<file path="src/rtl/array_access_ctrl_if.sv">
// Request/response channels between a client and array_access_ctrl:
// masked write, read request, and the in-order read response stream.
interface array_access_ctrl_if #(
    parameter int WIDTH  = 192,
    parameter int SEGS   = 8,
    parameter int ADDR_W = 7
);
    logic              w_valid;
    logic              w_ready;
    logic [ADDR_W-1:0] w_addr;
    logic [WIDTH-1:0]  w_data;
    logic [SEGS-1:0]   w_mask;

    logic              r_req_valid;
    logic              r_req_ready;
    logic [ADDR_W-1:0] r_req_addr;

    logic              r_resp_valid;
    logic              r_resp_ready;
    logic [WIDTH-1:0]  r_resp_data;

    modport master (
        output w_valid, w_addr, w_data, w_mask,
        output r_req_valid, r_req_addr, r_resp_ready,
        input  w_ready, r_req_ready, r_resp_valid, r_resp_data
    );

    modport slave (
        input  w_valid, w_addr, w_data, w_mask,
        input  r_req_valid, r_req_addr, r_resp_ready,
        output w_ready, r_req_ready, r_resp_valid, r_resp_data
    );
endinterface

</file>
<file path="src/rtl/array_access_ctrl.sv">
// Single-port array controller: zero-fills the array after reset, then arbitrates
// masked writes and reads, returning read data through a 2-entry in-order FIFO.
module array_access_ctrl #(
    parameter int DEPTH  = 128,
    parameter int WIDTH  = 192,
    parameter int SEGS   = 8,
    parameter int ADDR_W = 7
) (
    input  logic              clock,
    input  logic              reset,
    array_access_ctrl_if.slave bus,
    output logic              init_done,
    output logic              sram_en,
    output logic              sram_wmode,
    output logic [ADDR_W-1:0] sram_addr,
    output logic [SEGS-1:0]   sram_wmask,
    output logic [WIDTH-1:0]  sram_wdata,
    input  logic [WIDTH-1:0]  sram_rdata
);
    typedef enum logic {ST_INIT, ST_RUN} state_t;

    state_t            state_reg;
    logic [ADDR_W-1:0] fill_cnt_reg;
    logic              init_done_reg;
    logic              inflight_reg;
    logic              wr_pri_reg;
    logic [1:0]        count_reg;
    logic              wr_ptr_reg;
    logic              rd_ptr_reg;
    logic [WIDTH-1:0]  fifo_mem_reg [2];

    logic       run;
    logic       deq;
    logic       enq;
    logic [2:0] pending;
    logic       rd_elig;
    logic       conflict;
    logic       wr_fire;
    logic       rd_fire;
    logic [1:0] count_next;

    // Gating with reset keeps every request-side output quiet during the reset cycle.
    assign run      = (state_reg == ST_RUN) && !reset;
    assign deq      = bus.r_resp_valid && bus.r_resp_ready;
    assign enq      = inflight_reg;
    assign pending  = {1'b0, count_reg} + {2'b00, inflight_reg};
    assign rd_elig  = run && (pending < (3'd2 + {2'b00, deq}));
    assign conflict = bus.w_valid && bus.r_req_valid && rd_elig;

    assign bus.w_ready     = run && !(bus.r_req_valid && rd_elig && !wr_pri_reg);
    assign bus.r_req_ready = rd_elig && !(bus.w_valid && wr_pri_reg);
    assign wr_fire         = bus.w_valid && bus.w_ready;
    assign rd_fire         = bus.r_req_valid && bus.r_req_ready;

    assign bus.r_resp_valid = (count_reg != 2'd0);
    assign bus.r_resp_data  = fifo_mem_reg[rd_ptr_reg];
    assign init_done        = init_done_reg;
    assign count_next       = count_reg + {1'b0, enq} - {1'b0, deq};

    always_comb begin
        sram_en    = 1'b0;
        sram_wmode = 1'b0;
        sram_addr  = '0;
        sram_wmask = '0;
        sram_wdata = '0;
        if (!reset && state_reg == ST_INIT) begin
            sram_en    = 1'b1;
            sram_wmode = 1'b1;
            sram_addr  = fill_cnt_reg;
            sram_wmask = '1;
        end else if (wr_fire) begin
            sram_en    = 1'b1;
            sram_wmode = 1'b1;
            sram_addr  = bus.w_addr;
            sram_wmask = bus.w_mask;
            sram_wdata = bus.w_data;
        end else if (rd_fire) begin
            sram_en    = 1'b1;
            sram_addr  = bus.r_req_addr;
        end
    end

    always_ff @(posedge clock) begin
        if (reset) begin
            state_reg     <= ST_INIT;
            fill_cnt_reg  <= '0;
            init_done_reg <= 1'b0;
            inflight_reg  <= 1'b0;
            wr_pri_reg    <= 1'b1;
            count_reg     <= 2'd0;
            wr_ptr_reg    <= 1'b0;
            rd_ptr_reg    <= 1'b0;
        end else begin
            case (state_reg)
                ST_INIT: begin
                    fill_cnt_reg <= fill_cnt_reg + 1'b1;
                    if (fill_cnt_reg == ADDR_W'(DEPTH - 1)) begin
                        state_reg     <= ST_RUN;
                        init_done_reg <= 1'b1;
                    end
                end
                default: state_reg <= ST_RUN;
            endcase
            inflight_reg <= rd_fire;
            // Only contested cycles hand priority to the loser.
            if (conflict) wr_pri_reg <= !wr_pri_reg;
            if (enq) wr_ptr_reg <= !wr_ptr_reg;
            if (deq) rd_ptr_reg <= !rd_ptr_reg;
            count_reg <= count_next;
        end
    end

    // Array read data is valid exactly one cycle after the read access.
    always_ff @(posedge clock) begin
        if (enq) fifo_mem_reg[wr_ptr_reg] <= sram_rdata;
    end
endmodule

</file>
<file path="src/flat_wrapper.sv">
// flat-port wrapper written by rule: the top's interface ports become plain ports
module array_access_ctrl_flat 
#(
    parameter int DEPTH  = 128,
    parameter int WIDTH  = 192,
    parameter int SEGS   = 8,
    parameter int ADDR_W = 7
)
  (clock, reset, init_done, sram_en, sram_wmode, sram_addr, sram_wmask, sram_wdata, sram_rdata, bus_w_valid, bus_w_addr, bus_w_data, bus_w_mask, bus_r_req_valid, bus_r_req_addr, bus_r_resp_ready, bus_w_ready, bus_r_req_ready, bus_r_resp_valid, bus_r_resp_data);
  array_access_ctrl_if #(.WIDTH(WIDTH), .SEGS(SEGS), .ADDR_W(ADDR_W)) bus_i ();
  input  logic clock;
  input  logic reset;
  output logic init_done;
  output logic sram_en;
  output logic sram_wmode;
  output logic [ADDR_W-1:0] sram_addr;
  output logic [SEGS-1:0] sram_wmask;
  output logic [WIDTH-1:0] sram_wdata;
  input  logic [WIDTH-1:0] sram_rdata;
  input wire logic [$bits(bus_i.w_valid)-1:0] bus_w_valid;
  input wire logic [$bits(bus_i.w_addr)-1:0] bus_w_addr;
  input wire logic [$bits(bus_i.w_data)-1:0] bus_w_data;
  input wire logic [$bits(bus_i.w_mask)-1:0] bus_w_mask;
  input wire logic [$bits(bus_i.r_req_valid)-1:0] bus_r_req_valid;
  input wire logic [$bits(bus_i.r_req_addr)-1:0] bus_r_req_addr;
  input wire logic [$bits(bus_i.r_resp_ready)-1:0] bus_r_resp_ready;
  output wire logic [$bits(bus_i.w_ready)-1:0] bus_w_ready;
  output wire logic [$bits(bus_i.r_req_ready)-1:0] bus_r_req_ready;
  output wire logic [$bits(bus_i.r_resp_valid)-1:0] bus_r_resp_valid;
  output wire logic [$bits(bus_i.r_resp_data)-1:0] bus_r_resp_data;
  assign bus_i.w_valid = bus_w_valid;
  assign bus_i.w_addr = bus_w_addr;
  assign bus_i.w_data = bus_w_data;
  assign bus_i.w_mask = bus_w_mask;
  assign bus_i.r_req_valid = bus_r_req_valid;
  assign bus_i.r_req_addr = bus_r_req_addr;
  assign bus_i.r_resp_ready = bus_r_resp_ready;
  assign bus_w_ready = bus_i.w_ready;
  assign bus_r_req_ready = bus_i.r_req_ready;
  assign bus_r_resp_valid = bus_i.r_resp_valid;
  assign bus_r_resp_data = bus_i.r_resp_data;
  array_access_ctrl #(.DEPTH(DEPTH), .WIDTH(WIDTH), .SEGS(SEGS), .ADDR_W(ADDR_W)) u_core (.clock(clock), .reset(reset), .bus(bus_i), .init_done(init_done), .sram_en(sram_en), .sram_wmode(sram_wmode), .sram_addr(sram_addr), .sram_wmask(sram_wmask), .sram_wdata(sram_wdata), .sram_rdata(sram_rdata));
endmodule
</file>
<file path="config.mk">
export PLATFORM = sky130hd
export DESIGN_NAME = array_access_ctrl_flat
export DESIGN_NICKNAME = d
export VERILOG_FILES = /design/src/rtl/array_access_ctrl_if.sv /design/src/rtl/array_access_ctrl.sv /design/src/flat_wrapper.sv
export SDC_FILE = /design/constraint.sdc
export NUM_CORES = 1
export LEC_CHECK = 0
export BUFFER_PORTS_ARGS = -buffer_cell sky130_fd_sc_hd__buf_4
export CAP_MARGIN = 30
export CORE_AREA = 4 4 317 319
export CTS_CLUSTER_DIAMETER = 60
export DETAILED_ROUTE_END_ITERATION = 8
export DIE_AREA = 0 0 321 323
export PLACE_DENSITY = 0.48
export RECOVER_POWER = 100
export SLEW_MARGIN = 20
export SYNTH_ARGS = -nofsm -noshare
export SYNTH_HDL_FRONTEND = slang
export SYNTH_SLANG_ARGS = --single-unit
export TNS_END_PERCENT = 100
</file>
<file path="constraint.sdc">
create_clock -name clock -period 15.23 [get_ports clock]
set_input_delay 0.7615 -clock clock [delete_from_list [all_inputs] [get_ports clock]]
set_output_delay 0.7615 -clock clock [all_outputs]
set_load 0.01 [all_outputs]
</file>
# After elaboration in Yosys (flattened, before gate mapping)
# Memories as Yosys holds them, arrays and structs flattened. A register that Yosys moved wholly into a read port is not among the register bits.
# Cells that the tools add are included.
# classes
bitwise	1
n_reduce_logical	21
n_lt_le_gt_ge	1
mux	18
n_addsub	5
n_eq_ne	1
# ops
cell	n
$mux 192	2
$mux 7	3
$mux 8	2
$logic_and 1x1->1	13
$mux 1	11
$add 7x1->7 const B	1
$eq 7x7->1 const B	1
$logic_not 1->1	6
$add 2x1->3	1
$add 2x1->3 const A	1
$lt 3x3->1	1
$add 2x1->2	1
$reduce_and 2->1	1
$reduce_bool 2->1	1
$sub 2x1->2	1
$not 1->1	1
# totals
in_bits	411
n_memories	1
out_inout_bits	405
word_cells	56
register_bits	15
ramBits	384
# memory_table
name	words	width	read_ports	rd_ports_with_merged_regs	wr	line	source
u_core.fifo_mem_reg	2	192	1	1	1	array_access_ctrl.sv:30	logic [WIDTH-1:0] fifo_mem_reg [2];

# Longest topological paths before layout
# Gate-level depths: netlist of run 1.
# depth
depth_word	12
ltp_mapped	8
depth_no_buf	7

# Worst setup path after synthesis of run 1
# OpenSTA, ideal clock, no wires.
# synth_timing
kind	register to register
startpoint	register u_core.inflight_reg, in the netlist u_core.enq
endpoint	memory u_core.fifo_mem_reg[0][0], enable pin
setup_ns	0.770
n_path_buf	0
t_arrival_ns	8.800
t_required_ns	14.460
stages_incl_launch_ff	2
period_less_slack_ns	9.570
path_slack_ns	5.660
path_cell_list	dfxtp_1 nor2b_1
# synth_between
elab_chain_len	2
# synth_lines
element	line	source
from (decl)	array_access_ctrl.sv:25	logic inflight_reg;
from (signal assigned)	array_access_ctrl.sv:104	inflight_reg <= rd_fire;
$mux 1	array_access_ctrl.sv:115	if (enq) fifo_mem_reg[wr_ptr_reg] <= sram_rdata;
$mux 1 (implied by the code)	array_access_ctrl.sv:115	
to (decl)	array_access_ctrl.sv:30	
# Every way passes these cells.

==> results of run 1 <==
## logic make-up after synthesis
logic type | synth area share, %
compound gates | 1.20
xor+xnor | 0.493
fa+ha+maj | 0.391
buf+inv | 1.31
flops | 74.1
mux | 13.6
simple gates | 8.95
## layout make-up
class / instances / area share (%)
inverters: 4 / 0.0618
multi-input cells: 466 / 16.2
diodes: 5 / 0.0515
clock inverters: 29 / 1.22
flip-flops and latches: 400 / 48.8
well taps: 1287 / 6.62
clock buffers: 62 / 5.60
repair buffers: 832 / 21.5
## per-stage QoR
stage | power [mW] | std cells | area [um2] | worst slack (ps)
2_1_floorplan | 1.37 | 917 | 16000 | 5660
3_3_place_gp | 1.58 | 2984 | 23600 | 10940
3_5_place_dp | 1.58 | 2986 | 23700 | 11160
4_1_cts | 2.79 | 3077 | 25300 | 10660
5_1_grt | 2.82 | 3085 | 24300 | 6080
6_report | 2.69 | 3085 | 24300 | 7070
## worst max-delay path: stages, from the launching register on
cell,delay [ps]
dfxtp_1,1110
clkbuf_1,2070
clkbuf_1,2720
mux2_2,550
clkbuf_1,280
## worst max-delay path by stage
stage | slack (ps) | endpoint | startpoint | cells past startpoint
2_1_floorplan | 5660 | u_core.fifo_mem_reg[0][0] | u_core.enq | 1
3_3_place_gp | 10940 | sram_addr[4] | reset | 7
3_5_place_dp | 11160 | sram_addr[4] | reset | 8
4_1_cts | 10660 | sram_addr[4] | u_core.enq | 8
5_1_grt | 6080 | bus_r_resp_data[20] | register | 4
6_report | 7070 | bus_r_resp_data[20] | register | 4
## metal layers
metal,track usage (%),vias up,wire length (um)
met3,5.82,87,7740
met1,16.0,5389,29000
met2,18.2,465,29300
met5,0,-,97
li1,-,5091,-
met4,2.97,14,1300
## power by group
part	leakage [nW]	switching (mW)	total (mW)	internal (mW)
clock	0.810	0.452	1.17	0.720
combinational	4.50	0.145	0.308	0.162
sequential	3.58	0.00707	1.21	1.21
total	8.89	0.604	2.69	2.09
## placed cells by master (no fill, tap or decap), types with 4 or more instances in the layout
| master | Yosys | final |
|---|---|---|
| dfxtp_1 | 16 | 16 |
| xnor2_1 | 4 | 4 |
| nor2_1 | 13 | 13 |
| and2_1 | 201 | 40 |
| clkbuf_16 | 0 | 53 |
| clkbuf_1 | 42 | 278 |
| and2_0 | 0 | 161 |
| edfxtp_1 | 384 | 384 |
| mux2_1 | 0 | 24 |
| xor2_1 | 5 | 5 |
| bufinv_16 | 0 | 5 |
| clkinv_1 | 0 | 9 |
| ha_1 | 5 | 5 |
| inv_1 | 4 | 4 |
| mux2_2 | 192 | 168 |
| nor2b_1 | 4 | 4 |
| buf_4 | 0 | 411 |
| clkbuf_4 | 0 | 151 |
| clkinv_2 | 0 | 6 |
| a221o_1 | 7 | 7 |
| diode_2 | 0 | 5 |
| a21o_1 | 8 | 8 |
==> reports/metrics.csv, run 1 <==
metric,value,unit
CTS resizes,0,
Core ar.,97800,um2
synth top area cells,"edfxtp_1 72%, mux2_2 14%, and2_1 7.9%",
Post-CTS Hold Fix Bufs,0,
share of layout cells above drive strength 1,44.9,%
Slew Limit Fails,718,
Pwr Density,111,nW/um2
Clock Latency Late Sink,570,ps
cell count after synthesis,917,
final hold slack,389,ps
Buffers on Ports,815,
fmax,0.122,GHz
top post-synthesis cells by count,"384 x edfxtp_1, 201 x and2_1, 192 x mux2_2",
Site Rows,115,
Total Neg Setup Slack,0,ps
global route total overflow,0,
Layout Nets,2170,
RSZ-0062 raised after global routing,no,
Mean Syn Cell Area,17.4,um2
Worst Hold End,u_core.fifo_mem_reg[0][99],
P&R area growth vs syn,51.9,%
all-layer global routing usage,12.2,%
sequential fraction of the synthesis area,74.1,%
Fin Clk Skew,13.4,ps
max cap viols,14,
Critical R2R Launch,u_core.enq,
ys async rst share,0,%
register area,11900,um2
Mapped Nets,1333,
Post-synth top flop,edfxtp_1,
register bit count reported by yosys,400,
Peak supply drop,75.1,uV
HPWL after detailed placement,53900,um
YS warnings,0,
Synth Cell Area,16000,um2
run status,finished with violations,
Clock Sinks,400,
Vias/cell,3.58,
Netlist cell types,30,
H-Tree Depth,2,
endpoints failing hold,0,
Routed WL,67400,um
Ports,816,
Worst Setup Start Kind,register,
CP Max Fanout,64,
clock root buffer,clkbuf_16,
hold path depth,1,
Die X,321,um
Worst Hold Class,input port to register,
FF-to-FF End,u_core.fifo_mem_reg[1][118],
fin util,24.8,%
Leak,8.89,nW
CP Class,register to output port,
area of the multi-input gates,3930,um2
initial antenna violation count,15,
DR iter-0 viols,554,
Least-Margin Pin Slew,3880,ps
largest net degree at the start of global routing,110,
R2R cell count,3,
setup violators final,0,
# DRC,0,
crit share post-route,53.6,%
Synth top area share,72.1,%
Bufs on Longest Clock Path,3,
Synth area leader,edfxtp_1,
placer's final routability congestion estimate,1.05,
CTS Buf Count,50,
first-pass GRT wire length,90300,um
routed len/inst,21.9,um
post-CTS setup buffer count,0,
Tmin final,8160,ps
Crit. End Element,output port,
Die H,323,um
First-pass DRT Iterations,4,
die area,104000,um2
Fillers,10500,
Required @ worst endpoint,14470,ps
starting density of the core,16.4,%
r2r setup slk,8110,ps
Max-slew headroom,-158,%
Largest register FFs,384,
vias in the first global route,11600,
Critical Path AT,7400,ps
failing checks,"capacitance limit, slew limit",
Post-synth EDFFs,384,
DRT antenna net count,0,
Via Count,11000,
CTS tree,done,
most frequent cell after synthesis,edfxtp_1,
"Reg clk slew, reported paths",60,ps
Hold Crit Start,sram_rdata[99],
Note: power is estimated with default switching activity, not from simulation.
==> inputs of run 2 (changes only) <==
==> constraint.sdc (replaced) <==
create_clock -name clock -period 8.3 [get_ports clock]
set_input_delay 0.415 -clock clock [delete_from_list [all_inputs] [get_ports clock]]
set_output_delay 0.415 -clock clock [all_outputs]
set_load 0.01 [all_outputs]
==> run 2 against run 1 <==
Against the previous run:
- sequential power up 84%
- via count increased by 6.8%
- the flow still finishes with violations (capacitance limit, slew limit)
- setup slack lost 4400 ps
- core utilization grew 2.0 points
==> reports/metrics.csv, run 2 (synthesis gave the netlist of run 1 again) <==
metric,value,unit
run status,finished with violations,
failing checks,"capacitance limit, slew limit",
Fin Clk Skew,19.7,ps
DR iter-0 viols,422,
fmax,0.178,GHz
Bufs on Longest Clock Path,3,
CP Max Fanout,64,
Required @ worst endpoint,7890,ps
Buffers on Ports,815,
# DRC,0,
Least-Margin Pin Slew,3750,ps
vias in the first global route,12700,
setup violators final,0,
endpoints failing hold,0,
Clock Sinks,400,
P&R area growth vs syn,64.2,%
Slew Limit Fails,369,
R2R cell count,4,
Crit. End Element,output port,
CTS tree,done,
Clock Latency Late Sink,580,ps
Critical R2R Launch,u_core.enq,
Via Count,11800,
Ports,816,
RSZ-0062 raised after global routing,no,
DRT antenna net count,0,
Site Rows,115,
Routed WL,65800,um
post-CTS setup buffer count,0,
Peak supply drop,173,uV
Worst Hold Class,input port to register,
Core ar.,97800,um2
Largest register FFs,384,
HPWL after detailed placement,50800,um
Max-slew headroom,-150,%
H-Tree Depth,2,
Layout Nets,2361,
Die X,321,um
CP Class,register to output port,
placer's final routability congestion estimate,1.03,
Die H,323,um
max cap viols,8,
share of layout cells above drive strength 1,41.7,%
CTS Buf Count,49,
routed len/inst,20.1,um
First-pass DRT Iterations,4,
Leak,9.71,nW
Pwr Density,188,nW/um2
first-pass GRT wire length,91100,um
Total Neg Setup Slack,0,ps
starting density of the core,16.4,%
Worst Hold End,u_core.count_reg[1],
all-layer global routing usage,12.0,%
crit share post-route,67.7,%
largest net degree at the start of global routing,127,
Worst Setup Start Kind,register,
clock root buffer,clkbuf_16,
global route total overflow,0,
"Reg clk slew, reported paths",60,ps
"most common cell after layout, fill and taps aside",buf_4,
hold path depth,2,
total power,4.95,mW
most frequent cells in the layout,"406 x buf_4, 384 x edfxtp_1, 268 x clkbuf_1",
Critical Path AT,5210,ps
FF-to-FF End,u_core.fifo_mem_reg[1][75],
Tmin final,5620,ps
initial antenna violation count,8,
r2r setup slk,3250,ps
Hold Crit Start,reset,
die area,104000,um2
Vias/cell,3.60,
-- run 2: worst max-delay path, cell delays in order, from the launching register on --
cell and delay, ps:
dfxtp_1 1070, clkbuf_1 2700, mux2_2 560, clkbuf_1 200
-- run 2: layer usage --
metal | vias to the layer above | share of wire [%] | global-route usage [%]
met5 | - | 0.052 | 0
met4 | 6 | 1.9 | 2.47
met3 | 73 | 11 | 5.30
met2 | 500 | 47 | 19.6
met1 | 5745 | 41 | 14.8
li1 | 5474 | - | -
-- run 2: metrics by stage --
stage,area [um2],cells,hold WS [ps],setup slack [ps],utilization [%]
after floorplan,16000,917,461,2430,-
after CTS,27200,3265,8.38,4150,27.8
after detailed placement,23700,2985,498,4840,24.2
after global placement,23600,2983,485,4910,24.2
final,26300,3273,155,2680,26.8
after global routing,26300,3271,113,2100,26.8
-- run 2: repair_timing --
item,4_1_cts,5_1_grt
hold buffers,191,0
resized for setup,0,0
endpoints found under the hold margin,382,0
-- run 2: power by group --
part	switching [mW]	leakage, nW	internal (mW)
sequential	0.0127	3.58	2.21
clock	0.858	0.783	1.23
combinational	0.284	5.35	0.353
total	1.15	9.71	3.79
-- run 2: area by class of cell --
| cell class | count | area (um2) |
|---|---|---|
| multi-input combinational | 466 | 3930 |
| clock inverter | 31 | 333 |
| clock buffer | 58 | 1260 |
| tap | 1287 | 1610 |
| inverter | 4 | 15.0 |
| fill | 10300 | 71600 |
| timing repair buffer | 1024 | 7260 |
| sequential | 400 | 11900 |
| antenna | 3 | 7.51 |
-- run 2: worst max path at each step --
stage | from | end | slack [ps] | depth (start not counted)
finish | register | bus_r_resp_data[166] | 2680 | 3
CTS | u_core.enq | sram_addr[4] | 4150 | 8
floorplan | u_core.enq | u_core.fifo_mem_reg[0][0] | 2430 | 1
detailed placement | u_core.enq | sram_addr[4] | 4840 | 8
global placement | u_core.enq | sram_addr[4] | 4910 | 8
global route | register | bus_r_resp_data[81] | 2100 | 3
